### config.mk
export PLATFORM = sky130hd
export DESIGN_NAME = pc_sequencer
export DESIGN_NICKNAME = d
export VERILOG_FILES = /design/src/rtl/pc_sequencer.sv
export SDC_FILE = /design/constraint.sdc
export NUM_CORES = 1
export LEC_CHECK = 0
export BUFFER_PORTS_ARGS = -buffer_cell sky130_fd_sc_hd__buf_2
export CAP_MARGIN = 20
export CORE_MARGIN = 3
export CORE_UTILIZATION = 30
export DETAILED_ROUTE_END_ITERATION = 16
export PLACE_DENSITY_LB_ADDON = 0.08
export SYNTH_ARGS = -nofsm -noshare
export SYNTH_HDL_FRONTEND = slang
export SYNTH_SLANG_ARGS = --single-unit
### constraint.sdc
create_clock -name clk -period 2 [get_ports clk]
set_clock_uncertainty 0.1 [all_clocks]
set_input_delay 0.1 -clock clk [delete_from_list [all_inputs] [get_ports clk]]
set_output_delay 0.1 -clock clk [all_outputs]
set_load 0.1 [all_outputs]
### src/rtl/pc_sequencer.sv
// rtl/pc_sequencer.sv - program counter with return-address stack; optional relative branch under PC_REL_BRANCH_EN
module pc_sequencer #(
    parameter int              ADDR_W      = 8,
    parameter int              STACK_DEPTH = 4,
    parameter logic [ADDR_W-1:0] RESET_ADDR = '0
) (
    input  logic                             clk,
    input  logic                             reset,
    input  logic                             pc_enable,
    input  logic [2:0]                       op,
    input  logic [ADDR_W-1:0]                target,
    input  logic [ADDR_W-1:0]                offset,
    output logic [ADDR_W-1:0]                pc_out,
    output logic [ADDR_W-1:0]                ret_addr,
    output logic [$clog2(STACK_DEPTH+1)-1:0] sp,
    output logic                             stack_full,
    output logic                             stack_empty,
    output logic                             overflow,
    output logic                             underflow
);

    localparam int SP_W = $clog2(STACK_DEPTH + 1);

    localparam logic [2:0] OP_JUMP   = 3'b001;
    localparam logic [2:0] OP_CALL   = 3'b010;
    localparam logic [2:0] OP_RET    = 3'b011;
`ifdef PC_REL_BRANCH_EN
    localparam logic [2:0] OP_BRANCH = 3'b100;
`endif

    logic [ADDR_W-1:0] pc_q, pc_d;
    logic [SP_W-1:0]   sp_q, sp_d;
    logic [ADDR_W-1:0] stack_q [STACK_DEPTH];
    logic [ADDR_W-1:0] stack_d [STACK_DEPTH];
    logic              overflow_q, overflow_d;
    logic              underflow_q, underflow_d;

    logic [ADDR_W-1:0] nxt;
    logic [ADDR_W-1:0] top;
    logic              full;
    logic              empty;
    logic              push;

`ifndef PC_REL_BRANCH_EN
    logic unused_offset;
    assign unused_offset = ^offset;
`endif

    assign full  = (sp_q == SP_W'(STACK_DEPTH));
    assign empty = (sp_q == '0);
    assign nxt   = pc_q + ADDR_W'(1);

    // Top entry lives at sp-1; only meaningful when the stack is not empty.
    always_comb begin
        top = '0;
        for (int i = 0; i < STACK_DEPTH; i++) begin
            if (SP_W'(i) == sp_q - SP_W'(1)) top = stack_q[i];
        end
    end

    always_comb begin
        pc_d        = pc_q;
        sp_d        = sp_q;
        overflow_d  = overflow_q;
        underflow_d = underflow_q;
        push        = 1'b0;
        if (pc_enable) begin
            case (op)
                OP_JUMP: pc_d = target;
                OP_CALL: begin
                    pc_d = target;
                    if (full) begin
                        overflow_d = 1'b1;
                    end else begin
                        push = 1'b1;
                        sp_d = sp_q + SP_W'(1);
                    end
                end
                OP_RET: begin
                    if (empty) begin
                        pc_d        = nxt;
                        underflow_d = 1'b1;
                    end else begin
                        pc_d = top;
                        sp_d = sp_q - SP_W'(1);
                    end
                end
`ifdef PC_REL_BRANCH_EN
                OP_BRANCH: pc_d = pc_q + offset;
`endif
                default: pc_d = nxt;
            endcase
        end
    end

    always_comb begin
        for (int i = 0; i < STACK_DEPTH; i++) begin
            stack_d[i] = stack_q[i];
            if (push && (SP_W'(i) == sp_q)) stack_d[i] = nxt;
        end
    end

    always_ff @(posedge clk) begin
        if (reset) begin
            pc_q        <= RESET_ADDR;
            sp_q        <= '0;
            overflow_q  <= 1'b0;
            underflow_q <= 1'b0;
            for (int i = 0; i < STACK_DEPTH; i++) stack_q[i] <= '0;
        end else begin
            pc_q        <= pc_d;
            sp_q        <= sp_d;
            overflow_q  <= overflow_d;
            underflow_q <= underflow_d;
            for (int i = 0; i < STACK_DEPTH; i++) stack_q[i] <= stack_d[i];
        end
    end

    assign pc_out      = pc_q;
    assign sp          = sp_q;
    assign ret_addr    = empty ? '0 : top;
    assign stack_full  = full;
    assign stack_empty = empty;
    assign overflow    = overflow_q;
    assign underflow   = underflow_q;

endmodule

==> flow_summary.toml <==
[status]
status = "finished with violations"
violations = "setup timing"

[place]
gp_congestion = 0.777
placedInstanceArea_um2 = 3130
io_buffer_count = 36
dp_hpwl_um = 5200

[timing]
fmax_mhz = 496
min_period_ps = 2020
tightest_slew_ps = 550
max_slew_margin_pct = 63.2
setup_ws_ps = -17.1
hold_violations = 0
finalMaxSlewViolations = 0
final-setup-viol-count = 4
fin_setup_tns_ps = -42.4
rsz0062_at_grt = "true"
fin_crit_sh_pct = 101

[clock_network]
cts_made_buffers = 5
clockRootBuffer = "clkbuf_8"
cts_tree = "built"
ctsHtreeMaxLevel = 2
cts_sinks = 45
path_clk_slew_ps = 100
hold_buffers = 0
cts_buffer_depth = 2
clkLatencyLatePin_ps = 300

[setup_path]
critical_path.top_delay_family = "buffers and inverters"
critPathKind = "register to primary output"
cp-end-kind = "primary output"
crit_chain = "inv_6 > ha_4 > and2_4 > buf_6 > buf_4 > o22ai_2 > a21oi_4 > buf_12"
max_stage_delay_ps = 390
cp-start-kind = "register"
required_ps = 1800
crit_arrival_ps = 1820
path_buf_inv = 4
cp_slowest_cell = "dfxtp_4"
critPathMaxFanout = 5

[synth]
synth_most_common_cell = "nor2_1"
yosys.cell_types.count = 46
yosysSeqAreaShare_pct = 36.0
synth_area_per_cell_um2 = 8.15
synth_nets = 337
synth_warnings = 0
synth_edf_count = 0
synth_top_area_share_pct = 36.0
async_reset_ff_share_pct = 0
synth_common_cells = "60 x nor2_1, 45 x dfxtp_1, 33 x a211oi_1, 19 x nand2_1, 12 x a21oi_1"
yosys-top-cells-area = "dfxtp_1 36%, a211oi_1 9.9%, nor2_1 9.0%"
synth_cells = 307
yosysTopAreaCell = "dfxtp_1"
synth-seq-cells = 45
synth-main-ff-cell = "dfxtp_1"
synth_area_um2 = 2500

[grt]
grt_pass1_vias = 2303
grt_max_degree = 36
grt.total_usage_pct = 14.9
overflow = 0
grt_pass1_wl_um = 11500
antenna_found_initial = 0

[floorplan]
placementRows = 32
die_h_um = 97.3
io_pins = 45
core_um2 = 7930
fp.dieW_um = 97.3
start_util_pct = 31.5
dieArea_um2 = 9470

[drt]
drtIter0Drc = 70
wl_um = 7170
vias_per_cell = 5.02
post-route-drc-count = 0
wire_per_inst_um = 15.3
antenna_left = 0
drt_pass1_iterations = 5
route.vias.total = 2348

[layout]
fillers = 831
layout.nets = 395
drive_gt1_share_pct = 35.8
diodes = 0
syn_to_final_growth_pct = 37.7
stdcell_area_um2 = 3440

[min_path]
worstHoldPathType = "primary input to register"

[power_and_ir_drop]
p_leak_nw = 1.33
ir_worst_vdd_mv = 0.236
p_per_area_nw_per_um2 = 546

[job]
cap_violations = 0
==> state kept, by name (all words and copies together) (netlist names) <==
signal / count
pc_out: 8
underflow: 1
stack_q: 32
sp: 3
overflow: 1
==> where the power goes <==
part | switching, mW | internal (mW) | leakage, nW
registers | 0.0255 | 0.913 | 0.369
logic | 0.230 | 0.0995 | 0.918
clock network | 0.364 | 0.249 | 0.0445
==> logic make-up (layout without fill, tap and decap cells) <==
kind of cell             after synthesis  in the layout  share of synthesized area, %
buffers and inverters                 33             92                          7.05
adder cells (fa/ha/maj)                8              8                          4.00
AND/OR/NAND/NOR                      115            115                          21.6
flip-flops                            45             45                          36.0
AO/OA/AOI/OAI                         92             92                          26.2
XOR/XNOR                               9              9                          3.15
multiplexers                           5              5                          2.00
==> per-stage QoR <==
stage / instances / util (%) / power [mW] / setup WS [ps] / hold slack (ps)
after detailed placement: 443 / 39.5 / 1.28 / 69.8 / 323
after floorplan: 307 / - / 1.20 / -311 / 212
after global routing: 468 / 43.5 / 1.96 / -120 / 31.5
final: 468 / 43.5 / 1.88 / -17.1 / 13.7
after CTS: 466 / 43.2 / 1.89 / -27.1 / 6.34
after global placement: 443 / 39.5 / 1.28 / 92.8 / 322
==> routing by layer <==
| layer | wire, um | track usage [%] | vias up |
|---|---|---|---|
| met2 | 3380 | 24.6 | 40 |
| met3 | 168 | 2.23 | 9 |
| met4 | 68 | 3.51 | 0 |
| li1 | - | - | 1206 |
| met5 | 0 | 0 | - |
| met1 | 3550 | 20.4 | 1093 |
==> cell type report <==
type | instances | area, um2 | share of cell area (%)
flip-flops and latches | 45 | 918 | 26.7
clock buffers | 5 | 68.8 | 2.00
well taps | 102 | 128 | 3.71
repair buffers | 75 | 612 | 17.8
clock inverters | 3 | 21.3 | 0.618
multi-input cells | 229 | 1650 | 47.9
inverters | 9 | 47.5 | 1.38
==> worst reg2reg max path: stages, from the launching register on <==
cell and delay (ps):
dfxtp_4 390, ha_4 190, buf_4 160, a21o_1 180
o211ai_1 260, nand3_4 130, buf_4 160, o21ai_1 140
a211oi_1 90
==> repair_timing <==
action                                  in CTS  in global routing
buffers inserted                            14                  2
resized for setup                           19                  4
gates cloned                                 1                  0
endpoints found under the setup margin       9                 10
pin swaps                                   15                  7
==> placed cells by master, fill, tap and decap left out, types with 6 or more instances in the layout <==
master / netlist / final
inv_1: 9 / 6
dfxtp_1: 45 / 37
nor2_1: 60 / 58
a211oi_1: 33 / 33
a21oi_1: 12 / 9
buf_12: 0 / 9
nand2_1: 19 / 18
buf_2: 7 / 27
xnor2_1: 7 / 7
buf_4: 3 / 37
==> path summary, 6_finish.rpt <==
| kind | slack (ps) | startpoint | endpoint | depth (start not counted) |
|---|---|---|---|---|
| worst min-delay path | 10 | target[2] | pc_out[2]$_SDFFE_PP0P_ | 3 |
| worst min register to register | 390 | overflow$_SDFFE_PP0P_ | overflow$_SDFFE_PP0P_ | 2 |
| worst max-delay path | -20 | sp[1]$_SDFFE_PP0P_ | ret_addr[0] | 8 |
| worst max register to register | 100 | sp[1]$_SDFFE_PP0P_ | pc_out[4]$_SDFFE_PP0P_ | 8 |
Power figures use the tool's default switching activity.
